==> src/rtl/serial_adder_pkg.sv <==
// Shared definitions for the bit-serial adder: state encoding and default width.
package serial_adder_pkg;

  localparam int DEFAULT_WIDTH = 8;

  typedef enum logic [1:0] {
    IDLE = 2'd0,
    RUN  = 2'd1,
    DONE = 2'd2
  } state_t;

endpackage

==> src/rtl/full_adder.sv <==
// Full-adder slice composed of two half_adder cells and an OR on the carries.
module full_adder (
  input  logic a,
  input  logic b,
  input  logic cin,
  output logic s,
  output logic cout
);

  logic p_s;
  logic g0_s;
  logic g1_s;

  half_adder u_ha_ab (
    .a (a),
    .b (b),
    .s (p_s),
    .c (g0_s)
  );

  half_adder u_ha_cin (
    .a (p_s),
    .b (cin),
    .s (s),
    .c (g1_s)
  );

  assign cout = g0_s | g1_s;

endmodule

==> src/rtl/half_adder.sv <==
// Existing half-adder cell: sum and carry of two single bits.
module half_adder (
  input  logic a,
  input  logic b,
  output logic s,
  output logic c
);

  assign s = a ^ b;
  assign c = a & b;

endmodule

==> src/rtl/serial_adder.sv <==
// Bit-serial adder: operands captured on start, added LSB-first one bit per clock
// through a single full_adder slice with a registered carry.
module serial_adder
  import serial_adder_pkg::*;
#(
  parameter int WIDTH = DEFAULT_WIDTH
) (
  input  logic             clk,
  input  logic             rst,
  input  logic             start,
  input  logic [WIDTH-1:0] a,
  input  logic [WIDTH-1:0] b,
  output logic             busy,
  output logic             done,
  output logic [WIDTH-1:0] sum,
  output logic             cout
);

  localparam int CNT_W = $clog2(WIDTH) + 1;
  localparam logic [CNT_W-1:0] LAST = CNT_W'(WIDTH - 1);

  state_t           state_r;
  state_t           state_s;
  logic [WIDTH-1:0] a_sh_r;
  logic [WIDTH-1:0] b_sh_r;
  logic [WIDTH-1:0] sum_r;
  logic [CNT_W-1:0] cnt_r;
  logic             carry_r;
  logic             cout_r;
  logic             load_s;
  logic             last_s;
  logic             bit_sum_s;
  logic             bit_carry_s;
  logic [WIDTH:0]   sum_shift_s;

  full_adder u_fa (
    .a    (a_sh_r[0]),
    .b    (b_sh_r[0]),
    .cin  (carry_r),
    .s    (bit_sum_s),
    .cout (bit_carry_s)
  );

  assign load_s      = (state_r == IDLE) && start;
  assign last_s      = (cnt_r == LAST);
  // New bit enters at the MSB; works down to WIDTH=1 without a zero-width slice.
  assign sum_shift_s = {bit_sum_s, sum_r};

  // Next-state logic for the IDLE/RUN/DONE sequencer.
  always_comb begin
    state_s = state_r;
    case (state_r)
      IDLE: begin
        if (start) begin
          state_s = RUN;
        end else begin
          state_s = IDLE;
        end
      end
      RUN: begin
        if (last_s) begin
          state_s = DONE;
        end else begin
          state_s = RUN;
        end
      end
      DONE:    state_s = IDLE;
      default: state_s = IDLE;
    endcase
  end

  // State register.
  always_ff @(posedge clk or posedge rst) begin
    if (rst) begin
      state_r <= IDLE;
    end else begin
      state_r <= state_s;
    end
  end

  // Operand shift registers, carry, bit counter and result registers.
  always_ff @(posedge clk or posedge rst) begin
    if (rst) begin
      a_sh_r  <= '0;
      b_sh_r  <= '0;
      sum_r   <= '0;
      cnt_r   <= '0;
      carry_r <= 1'b0;
      cout_r  <= 1'b0;
    end else if (load_s) begin
      a_sh_r  <= a;
      b_sh_r  <= b;
      sum_r   <= '0;
      cnt_r   <= '0;
      carry_r <= 1'b0;
      cout_r  <= 1'b0;
    end else if (state_r == RUN) begin
      a_sh_r  <= a_sh_r >> 1'b1;
      b_sh_r  <= b_sh_r >> 1'b1;
      sum_r   <= sum_shift_s[WIDTH:1];
      cnt_r   <= cnt_r + CNT_W'(1);
      carry_r <= bit_carry_s;
      if (last_s) begin
        cout_r <= bit_carry_s;
      end
    end
  end

  assign busy = (state_r != IDLE);
  assign done = (state_r == DONE);
  assign sum  = sum_r;
  assign cout = cout_r;

endmodule
==> config.mk <==
export PLATFORM = sky130hd
export DESIGN_NAME = serial_adder
export DESIGN_NICKNAME = d
export VERILOG_FILES = /design/src/rtl/serial_adder_pkg.sv /design/src/rtl/full_adder.sv /design/src/rtl/half_adder.sv /design/src/rtl/serial_adder.sv
export SDC_FILE = /design/constraint.sdc
export NUM_CORES = 1
export LEC_CHECK = 0
export ABC_AREA = 1
export CORE_ASPECT_RATIO = 1.4
export CORE_MARGIN = 5
export CORE_UTILIZATION = 53
export CTS_CLUSTER_DIAMETER = 100
export DETAILED_ROUTE_END_ITERATION = 8
export PLACE_DENSITY = 0.83
export SETUP_SLACK_MARGIN = 0.02
export SLEW_MARGIN = 20
export SYNTH_ARGS = -nofsm -noshare
export SYNTH_HDL_FRONTEND = slang
export SYNTH_HIERARCHICAL = 1
export SYNTH_SLANG_ARGS = --single-unit
==> constraint.sdc <==
create_clock -name clk -period 2.17 [get_ports clk]
set_input_delay 0.434 -clock clk [delete_from_list [all_inputs] [get_ports clk]]
set_output_delay 0.434 -clock clk [all_outputs]
set_load 0.01 [all_outputs]
==> results of run 1 <==
-- metrics by stage --
stage | area [µm²] | hold WS (ns) | worst slack [ns] | instances
3_3_place_gp | 1720 | 0.453 | 0.607 | 232
6_report | 1820 | 0.473 | 0.260 | 240
3_5_place_dp | 1720 | 0.465 | 0.560 | 232
2_1_floorplan | 1430 | 0.446 | 0.912 | 171
5_1_grt | 1820 | 0.498 | 0.190 | 240
4_1_cts | 1820 | 0.482 | 0.236 | 240
-- routing by layer --
metal	track usage (%)	wire length [µm]
met1	19.2	1070
met5	0	0
met4	9.38	34
met3	5.41	158
met2	28.3	1520
-- path summary, 6_finish.rpt --
kind | from | endpoint | slack, ns
hold reg to reg | sum[0]$_DFFE_PP0P_ | sum[0]$_DFFE_PP0P_ | 0.48
setup / recovery | state_r[0]$_DFF_PP0_ | busy | 0.26
setup reg to reg | a_sh_r[0]$_DFFE_PP0P_ | cout$_DFFE_PP0P_ | 0.78
max in group asynchronous | rst | b_sh_r[3]$_DFFE_PP0P_ | 1.39
hold / removal | rst | a_sh_r[2]$_DFFE_PP0P_ | 0.47
min in group clk | sum[0]$_DFFE_PP0P_ | sum[0]$_DFFE_PP0P_ | 0.48
-- worst register-to-register path, stage by stage, from the launching register on --
cell      delay, ns
dfrtp_1        0.40
ha_1           0.30
ha_1           0.20
inv_1          0.05
nand2_1        0.07
nand3b_1       0.17
nand2_1        0.08
inv_1          0.04
-- cell families after synthesis --
family          count (synthesis)  synth area share [%]
compound gates                  4                  2.19
fa+ha+maj                       3                  2.63
buf+inv                        17                  6.67
flops                          32                  56.1
simple gates                  115                  32.4
-- state kept, by name, indices dropped and copies added (netlist names) --
| signal | count |
|---|---|
| state_r | 2 |
| sum | 8 |
| b_sh_r | 8 |
| cnt_r | 4 |
| a_sh_r | 8 |
| cout | 1 |
| carry_r | 1 |
-- cell type report --
cell class / instances / area, µm² / share of cell area [%]
Multi-Input combinational cell: 122 / 531 / 29.2
Inverter: 11 / 41.3 / 2.27
Timing Repair Buffer: 31 / 305 / 16.8
Tap cell: 36 / 45.0 / 2.48
Clock buffer: 7 / 65.1 / 3.58
Sequential cell: 32 / 801 / 44.0
Clock inverter: 1 / 30.0 / 1.65
-- report_power, final --
part           total, µW  switching [µW]  internal [µW]
Combinational        853             468            384
Sequential          1010             168            837
Clock                508             202            306
-- cell usage in the layout, fill, tap and decap left out, drive strengths merged --
cell type and count:
bufinv 1, nand2 94, inv 11, dfrtp 32
o21ai 4, ha 3, nor2 5, buf 2
clkdlybuf4s50 29, nand3b 1, clkbuf 7, nand3 15
==> flow_summary_export.csv, run 1 <==
group,metric,value,unit
run_status,outcome,"finished clean",
clocking,clock_latency,0.33,ns
finish,filler_cell_count,219,
setup_path,classification_of_the_worst_setup_path,"reg2out",
logic_synthesis,ys_dominant_reg_cell,"dfrtp_1",
floorplanning,num_io_pins,30,
grt,grt_first_pass_wirelength,4810,µm
timing,grt_setup_unrepaired,"no",
floorplanning,core-area,2620,µm²
timing,fin_setup_tns,0,ns
placed_design,detailedPlacementHpwl,1910,µm
drt,drt-initial-drc-count,33,
timing,report.final.setup_viol,0,
timing,achievable-frequency,524,MHz
logic_synthesis,synth.distinct_cells,16,
placed_design,finalWeightedCongestion,0.752,
setup_path,path_depth,3,
clocking,post-cts-setup-buffer-count,0,
clocking,ctsHoldBuffers,0,
clocking,cts.clk_slew.worst_paths,0.10,ns
drt,vias,1215,
logic_synthesis,synth.most_common_cell,"nand2_1",
setup_path,crit_path_start_kind,"flop",
clocking,cts-root-buf,"clkbuf_4",
setup_path,crit_slowest_cell,"clkdlybuf4s50_1",
setup_path,crit_path_max_incr_delay,0.47,ns
setup_path,critical_path.top_delay_family,"buffers and inverters",
flow_run,cap_violations,0,
clocking,post_cts_resized,0,
setup_path,timing.reg2reg.worst_path_depth,7,
drt,drt_pass1_iterations,4,
placed_design,port_buffers,29,
pwr,p_total,2370,µW
logic_synthesis,yosysSeqAreaShare,56.1,%
logic_synthesis,async_reset_ff_share,100,%
timing,finalClockSkew,0.0158,ns
clocking,cts_num_sinks,32,
logic_synthesis,ranking_of_synthesized_cells_by_area,"dfrtp_1, nand2_1, nand3_1",
logic_synthesis,netlist.area_leader.share,56.1,%
clocking,cts_tree,"yes",
timing,final-hold-violation-count,0,
timing,period_needed,1.91,ns
setup_path,cp_data_arrival_time,1.48,ns
timing,max-slew-margin-rel,69.4,%
min_path,worst_hold_path_type,"in2async",
floorplanning,die_h,71.4,µm
logic_synthesis,synth_cell_count_leaders,"nand2_1, dfrtp_1, nand3_1",
setup_path,crit_chain,"nor2_2 > inv_1 > clkdlybuf4s50_1",
grt,vias_in_the_first_global_route,1145,
finish,layout-area-overhead-vs-synth,27.5,%
timing,slew_viol_final,0,
timing,min_period_over_period,88.0,%
setup_path,timing.critical_path.fanout_max,4,
grt,global_route.overflow_total,0,
finish,post_route_cells_drive_above_1_share,7.84,%
setup_path,cp.buffers_inverters,2,
clocking,ctsHtreeMaxLevel,2,
drt,route.detailed.drc,0,
clocking,cts_inserted_buffers,5,
logic_synthesis,synthesized_instance_count,171,
floorplanning,chipWidth,53.8,µm
finish,antennaDiodeCount,0,
finish,finalCoreUtilization,69.5,%
grt,largest_net_degree_at_the_start_of_global_routing,33,
logic_synthesis,syn_avg_cell_area,8.34,µm²
pwr,peakVddDrop,0.868,mV
logic_synthesis,mapped_nets,193,
grt,antenna_violations_before_repair,0,
logic_synthesis,synth_edf_count,0,
finish,layout.nets,225,
drt,detail_route.wl_per_cell,11.6,µm
logic_synthesis,yosysWarningCount,6,
setup_path,cp.required,1.74,ns
drt,detail-route-antenna-nets,0,
pwr,power_leakage,0.000939,µW
logic_synthesis,synth_seq_cells,32,
drt,drt_wl_total,2780,µm
grt,grt_usage,17.2,%
logic_synthesis,synthesis.area,1430,µm²
drt,vias_per_cell,5.06,
clocking,max-clock-path-buffers,2,
timing,worstMarginPinSlew,0.459,ns
setup_path,timing.critical_path.to_type,"output pin",
floorplanning,initial_utilization,54.5,%
floorplanning,floorplan_die_area,3840,µm²
pwr,powerDensity,1300,nW/µm²
logic_synthesis,area_leader_netlist,"dfrtp_1",
floorplanning,site_row_count,22,
No activity file was read; power rests on OpenSTA's default activity.
==> inputs of run 2 (changes only) <==
--- a/config.mk
+++ b/config.mk
@@ -6,7 +6,7 @@
 export NUM_CORES = 1
 export LEC_CHECK = 0
 export ABC_AREA = 1
-export CORE_ASPECT_RATIO = 1.4
+export CORE_ASPECT_RATIO = 2
 export CORE_MARGIN = 5
 export CORE_UTILIZATION = 53
 export CTS_CLUSTER_DIAMETER = 100
@@ -16,5 +16,4 @@
 export SLEW_MARGIN = 20
 export SYNTH_ARGS = -nofsm -noshare
 export SYNTH_HDL_FRONTEND = slang
-export SYNTH_HIERARCHICAL = 1
 export SYNTH_SLANG_ARGS = --single-unit
==> run 2 against run 1 <==
Effect of this change: wire length decreased by 0.97%; sequential power about the same; design area decreased by 2.2%; clock power decreased by 17%; largest cell class unchanged; largest power group unchanged; highest routed layer unchanged.
==> flow_summary_export.csv, run 2 <==
group,metric,value,unit
pwr,power_leakage,0.000901,µW
setup_path,crit_path_start_kind,"flop",
timing,max-slew-margin-rel,73.6,%
grt,global_route.overflow_total,0,
drt,vias,1132,
timing,achievable-frequency,541,MHz
clocking,cts_num_sinks,32,
placed_design,postPlaceCellArea,1700,µm²
logic_synthesis,synthesized_instance_count,165,
setup_path,cp.required,1.74,ns
placed_design,finalWeightedCongestion,0.756,
drt,route.detailed.drc,0,
grt,grt_usage,17.5,%
finish,layout.nets,219,
drt,drt-initial-drc-count,25,
pwr,share_comb_of_total_power,37.7,%
finish,mostFrequentLayoutCell,"nand2_1",
grt,vias_in_the_first_global_route,1114,
logic_synthesis,async_reset_ff_share,100,%
logic_synthesis,ys_dominant_reg_cell,"dfrtp_1",
setup_path,crit_path_max_incr_delay,0.55,ns
clocking,cts_inserted_buffers,5,
logic_synthesis,synth_cell_count_leaders,"nand2_1, dfrtp_1, nand3_1",
drt,vias_per_cell,5.01,
logic_synthesis,area_leader_netlist,"dfrtp_1",
grt,largest_net_degree_at_the_start_of_global_routing,33,
placed_design,place_ws,0.450,ns
logic_synthesis,synth_edf_count,0,
clocking,max-clock-path-buffers,2,
logic_synthesis,netlist.area_leader.share,57.0,%
setup_path,crit_chain,"nor2_1 > clkdlybuf4s50_1",
setup_path,timing.reg2reg.worst_path_depth,4,
floorplanning,floorplan_die_area,3840,µm²
clocking,ctsHoldBuffers,0,
finish,post-route-cell-area,1780,µm²
placed_design,detailedPlacementHpwl,2010,µm
logic_synthesis,syn_avg_cell_area,8.51,µm²
pwr,switch_pwr,850,µW
floorplanning,num_io_pins,30,
clocking,clock_latency,0.28,ns
run_status,outcome,"finished clean",
pwr,peakVddDrop,0.682,mV
logic_synthesis,mapped_nets,186,
clocking,cts-root-buf,"clkbuf_8",
finish,layout-area-overhead-vs-synth,26.6,%
timing,final_critical_path_setup_slack,0.322,ns
pwr,power.sequential.fraction,44.0,%
floorplanning,site_row_count,26,
setup_path,worst_r2r_startpoint,"carry_r$_DFFE_PP0P_",
logic_synthesis,synth.distinct_cells,17,
clocking,post_cts_resized,0,
floorplanning,die_h,82.8,µm
timing,final-hold-violation-count,0,
drt,detail-route-antenna-nets,0,
timing,period_needed,1.85,ns
clocking,cts_tree,"yes",
clocking,cts.clk_slew.worst_paths,0.06,ns
grt,grt_first_pass_wirelength,4730,µm
min_path,hold_path_cell_cnt,2,
floorplanning,core-area,2540,µm²
pwr,powerDensity,1290,nW/µm²
timing,finalClockSkew,0.00450,ns
setup_path,critical_path.reg2reg.endpoint,"cout$_DFFE_PP0P_",
timing,fin_setup_tns,0,ns
logic_synthesis,yosysWarningCount,0,
logic_synthesis,synth_seq_cells,32,
setup_path,ff2ff_setup_slack,0.94,ns
timing,min_period_over_period,85.1,%
drt,detail_route.wl_per_cell,12.2,µm
clocking,ctsHtreeMaxLevel,2,
min_path,sink_of_the_worst_hold_path,"b_sh_r[7]$_DFFE_PP0P_",
setup_path,cp_data_arrival_time,1.41,ns
drt,drt_pass1_iterations,4,
drt,drt_wl_total,2760,µm
timing,slew_viol_final,0,
logic_synthesis,synthesis.area,1400,µm²
min_path,worst_hold_path_type,"reg2reg",
logic_synthesis,synth.most_common_cell,"nand2_1",
grt,antenna_violations_before_repair,0,
logic_synthesis,yosysSeqAreaShare,57.0,%
clocking,post-cts-setup-buffer-count,0,
finish,post_route_cells_drive_above_1_share,7.07,%
pwr,power.switching_fraction,37.0,%
finish,layout_common_cells,"nand2_1, dfrtp_1, clkdlybuf4s50_1",
min_path,hold_path.startpoint,"b_sh_r[7]$_DFFE_PP0P_",
timing,grt_setup_unrepaired,"no",
setup_path,classification_of_the_worst_setup_path,"reg2out",
pwr,power.clock.fraction,18.3,%
setup_path,critical_path.top_delay_family,"buffers and inverters",
setup_path,cp.buffers_inverters,1,
timing,worstMarginPinSlew,0.396,ns
timing,report.final.setup_viol,0,
pwr,internal,1450,µW
floorplanning,chipWidth,46.4,µm
timing,final.hold.worst_slack,0.487,ns
flow_run,cap_violations,0,
finish,antennaDiodeCount,0,
logic_synthesis,ranking_of_synthesized_cells_by_area,"dfrtp_1, nand2_1, nand3_1",
setup_path,crit_slowest_cell,"clkdlybuf4s50_1",
setup_path,timing.critical_path.to_type,"output pin",
setup_path,timing.critical_path.fanout_max,4,
floorplanning,initial_utilization,55.3,%
placed_design,port_buffers,29,
run 2: cell count changes in the layout (fill, tap and decap cells not counted), moves of 2 or more:
cell and delta:
nand2_1 -10, clkbuf_4 -5, o21ai_0 +4, clkbuf_8 +3, ha_1 -2
run 2: layout make-up:
type	instances	area, µm²
Tap cell	28	35.0
Sequential cell	32	801
Fill cell	198	759
Multi-Input combinational cell	116	512
Clock inverter	1	5.00
Timing Repair Buffer	31	305
Clock buffer	6	72.6
Inverter	12	47.5
run 2: worst max path at each step:
stage / startpoint / to / slack [ns] / cells past startpoint
2_1_floorplan: carry_r$_DFFE_PP0P_ / cout$_DFFE_PP0P_ / 1.02 / 4
3_3_place_gp: start / b_sh_r[2]$_DFFE_PP0P_ / 0.48 / 5
3_5_place_dp: start / cnt_r[2]$_DFFE_PP0P_ / 0.45 / 5
4_1_cts: state_r[0]$_DFF_PP0_ / done / 0.30 / 2
5_1_grt: state_r[0]$_DFF_PP0_ / busy / 0.26 / 3
6_report: state_r[0]$_DFF_PP0_ / done / 0.32 / 2
run 2: layer usage:
| layer | GRT usage (%) | wire [µm] | part of all wire (%) | up-vias |
|---|---|---|---|---|
| met5 | 0 | 0 | 0 | - |
| met4 | 7.69 | 51 | 1.9 | 0 |
| met3 | 4.54 | 146 | 5.3 | 5 |
| met2 | 30.9 | 1540 | 56 | 27 |
| met1 | 18.6 | 1020 | 37 | 531 |
| li1 | - | - | - | 569 |
run 2: cell families after synthesis:
logic type,share of synthesized area (%)
adder cells (fa/ha/maj),2.32
flip-flops,57.0
AND/OR/NAND/NOR,30.5
AO/OA/AOI/OAI,3.65
buffers and inverters,6.51
run 2: worst reg2reg max path: stages, from the launching register on:
cell	delay (ns)
dfrtp_1	0.40
fa_1	0.45
nand3b_1	0.17
nand2_1	0.08
inv_1	0.04
run 2: power groups by stage:
stage,clock [µW],sequential (µW),combinational [µW]
2_1_floorplan,0,1020,566
3_3_place_gp,0,1010,846
3_5_place_dp,0,1020,881
4_1_cts,433,1010,888
5_1_grt,455,1050,994
6_report,421,1010,867
run 2: through the flow:
| step | std cells | utilization [%] | total power, µW |
|---|---|---|---|
| after global placement | 219 | 67.0 | 1860 |
| after detailed placement | 219 | 67.0 | 1900 |
| after CTS | 226 | 70.1 | 2340 |
| after global routing | 226 | 70.1 | 2500 |
| after floorplan | 165 | - | 1590 |
| final | 226 | 70.1 | 2300 |
==> inputs of run 3 (changes only) <==
--- a/config.mk
+++ b/config.mk
@@ -6,7 +6,7 @@
 export NUM_CORES = 1
 export LEC_CHECK = 0
 export ABC_AREA = 1
-export CORE_ASPECT_RATIO = 2
+export CORE_ASPECT_RATIO = 0.7
 export CORE_MARGIN = 5
 export CORE_UTILIZATION = 53
 export CTS_CLUSTER_DIAMETER = 100
==> run 3 against run 2 <==
Effect of this change: global-route usage decreased by 1.6 points; critical path type unchanged; fmax rose by 0.60%; cell count increased by 3.1%; flip-flop and latch count unchanged; setup slack better by 0.011 ns; register-to-register slack worse by 0.02 ns; hold slack improved by 0.0033 ns; combinational power about the same.
==> flow_summary_export.csv, run 3 (synthesized netlist as in run 2, its figures left out) <==
group,metric,value,unit
clocking,ctsHoldBuffers,0,
drt,drt-initial-drc-count,65,
floorplanning,core-area,2500,µm²
setup_path,timing.critical_path.to_type,"output pin",
grt,vias_in_the_first_global_route,1096,
timing,worstMarginPinSlew,0.386,ns
grt,grt_first_pass_wirelength,4550,µm
timing,achievable-frequency,544,MHz
timing,report.final.setup_viol,0,
finish,finalCoreUtilization,72.0,%
pwr,internal,1490,µW
setup_path,crit_path_start_kind,"flop",
finish,filler_cell_count,198,
pwr,p_total,2330,µW
floorplanning,initial_utilization,56.2,%
pwr,peakVddDrop,0.679,mV
setup_path,timing.critical_path.fanout_max,4,
grt,global_route.overflow_total,0,
clocking,post_cts_resized,0,
pwr,power_leakage,0.000906,µW
clocking,cts-root-buf,"clkbuf_8",
grt,largest_net_degree_at_the_start_of_global_routing,33,
drt,vias_per_cell,4.87,
timing,fin_setup_tns,0,ns
finish,post_route_cells_drive_above_1_share,7.04,%
clocking,ctsHtreeMaxLevel,2,
finish,mostFrequentLayoutCell,"nand2_1",
drt,drt_pass1_iterations,4,
placed_design,detailedPlacementHpwl,1920,µm
finish,layout-area-overhead-vs-synth,28.1,%
pwr,powerDensity,1300,nW/µm²
timing,finalClockSkew,0.00580,ns
clocking,clock_latency,0.27,ns
pwr,power.sequential.fraction,43.6,%
flow_run,cap_violations,0,
setup_path,cp_data_arrival_time,1.40,ns
pwr,switch_pwr,842,µW
clocking,cts_num_sinks,32,
drt,vias,1135,
grt,grt_usage,15.9,%
clocking,cts.clk_slew.worst_paths,0.06,ns
pwr,power.switching_fraction,36.1,%
finish,antennaDiodeCount,0,
drt,route.detailed.drc,0,
pwr,share_comb_of_total_power,37.0,%
drt,drt_wl_total,2720,µm
timing,max-slew-margin-rel,74.3,%
floorplanning,die_h,53.1,µm
timing,final.hold.worst_slack,0.490,ns
floorplanning,chipWidth,71.5,µm
floorplanning,num_io_pins,30,
grt,antenna_violations_before_repair,0,
clocking,post-cts-setup-buffer-count,0,
min_path,worst_hold_path_type,"reg2reg",
timing,grt_setup_unrepaired,"no",
timing,final-hold-violation-count,0,
finish,layout_common_cells,"nand2_1, dfrtp_1, clkdlybuf4s50_1",
pwr,power.clock.fraction,19.4,%
timing,period_needed,1.84,ns
run_status,outcome,"finished clean",
placed_design,finalWeightedCongestion,0.807,
floorplanning,floorplan_die_area,3790,µm²
drt,detail-route-antenna-nets,0,
clocking,cts_inserted_buffers,5,
finish,layout.nets,219,
placed_design,port_buffers,29,
clocking,cts_tree,"yes",
timing,min_period_over_period,84.6,%
setup_path,cp.required,1.74,ns
setup_path,classification_of_the_worst_setup_path,"reg2out",
timing,slew_viol_final,0,
clocking,max-clock-path-buffers,2,
drt,detail_route.wl_per_cell,11.7,µm
floorplanning,site_row_count,15,
==> run 3: routing by layer <==
layer	vias to the layer above	GRT usage, %	wire (µm)
met3	6	4.74	179
met4	0	5.63	27
li1	574	-	-
met1	520	18.1	1150
met2	35	28.7	1370
met5	-	0	0
==> run 3: final timing paths <==
kind                                 startpoint                    to  slack (ns)  cells past startpoint
max                        state_r[0]$_DFF_PP0_                  done        0.33                      2
min                          sum[0]$_DFFE_PP0P_    sum[0]$_DFFE_PP0P_        0.49                      2
max reg2reg                 carry_r$_DFFE_PP0P_      cout$_DFFE_PP0P_        0.92                      4
min reg2reg                  sum[0]$_DFFE_PP0P_    sum[0]$_DFFE_PP0P_        0.49                      2
max in group asynchronous                   rst  cnt_r[1]$_DFFE_PP0P_        1.34                      3
min in group asynchronous                   rst    sum[1]$_DFFE_PP0P_        0.55                      3
==> run 3: layout make-up <==
| class | instances | area, µm² | share of cell area [%] |
|---|---|---|---|
| sequential | 32 | 801 | 44.5 |
| multi-input combinational | 116 | 512 | 28.5 |
| timing repair buffer | 31 | 305 | 17.0 |
| clock buffer | 8 | 90.1 | 5.01 |
| inverter | 12 | 47.5 | 2.64 |
| tap | 34 | 42.5 | 2.37 |
==> run 3: metrics by stage <==
step	setup WS, ns	instances	instance area [µm²]
after floorplan	1.02	165	1400
after global placement	0.517	225	1710
after detailed placement	0.467	225	1710
after CTS	0.333	233	1800
after global routing	0.302	233	1800
final	0.333	233	1800
==> run 3: power by group through the flow <==
stage | clock network, µW | logic, µW | registers, µW
final | 453 | 864 | 1020
after global routing | 493 | 993 | 1040
after CTS | 461 | 879 | 1020
after detailed placement | 0 | 875 | 1020
after global placement | 0 | 841 | 1010
after floorplan | 0 | 566 | 1020
==> run 3: critical path, cell delays in order (launching register included) <==
cell and delay, ns:
dfrtp_1 0.44, nor2_1 0.14, clkdlybuf4s50_1 0.55
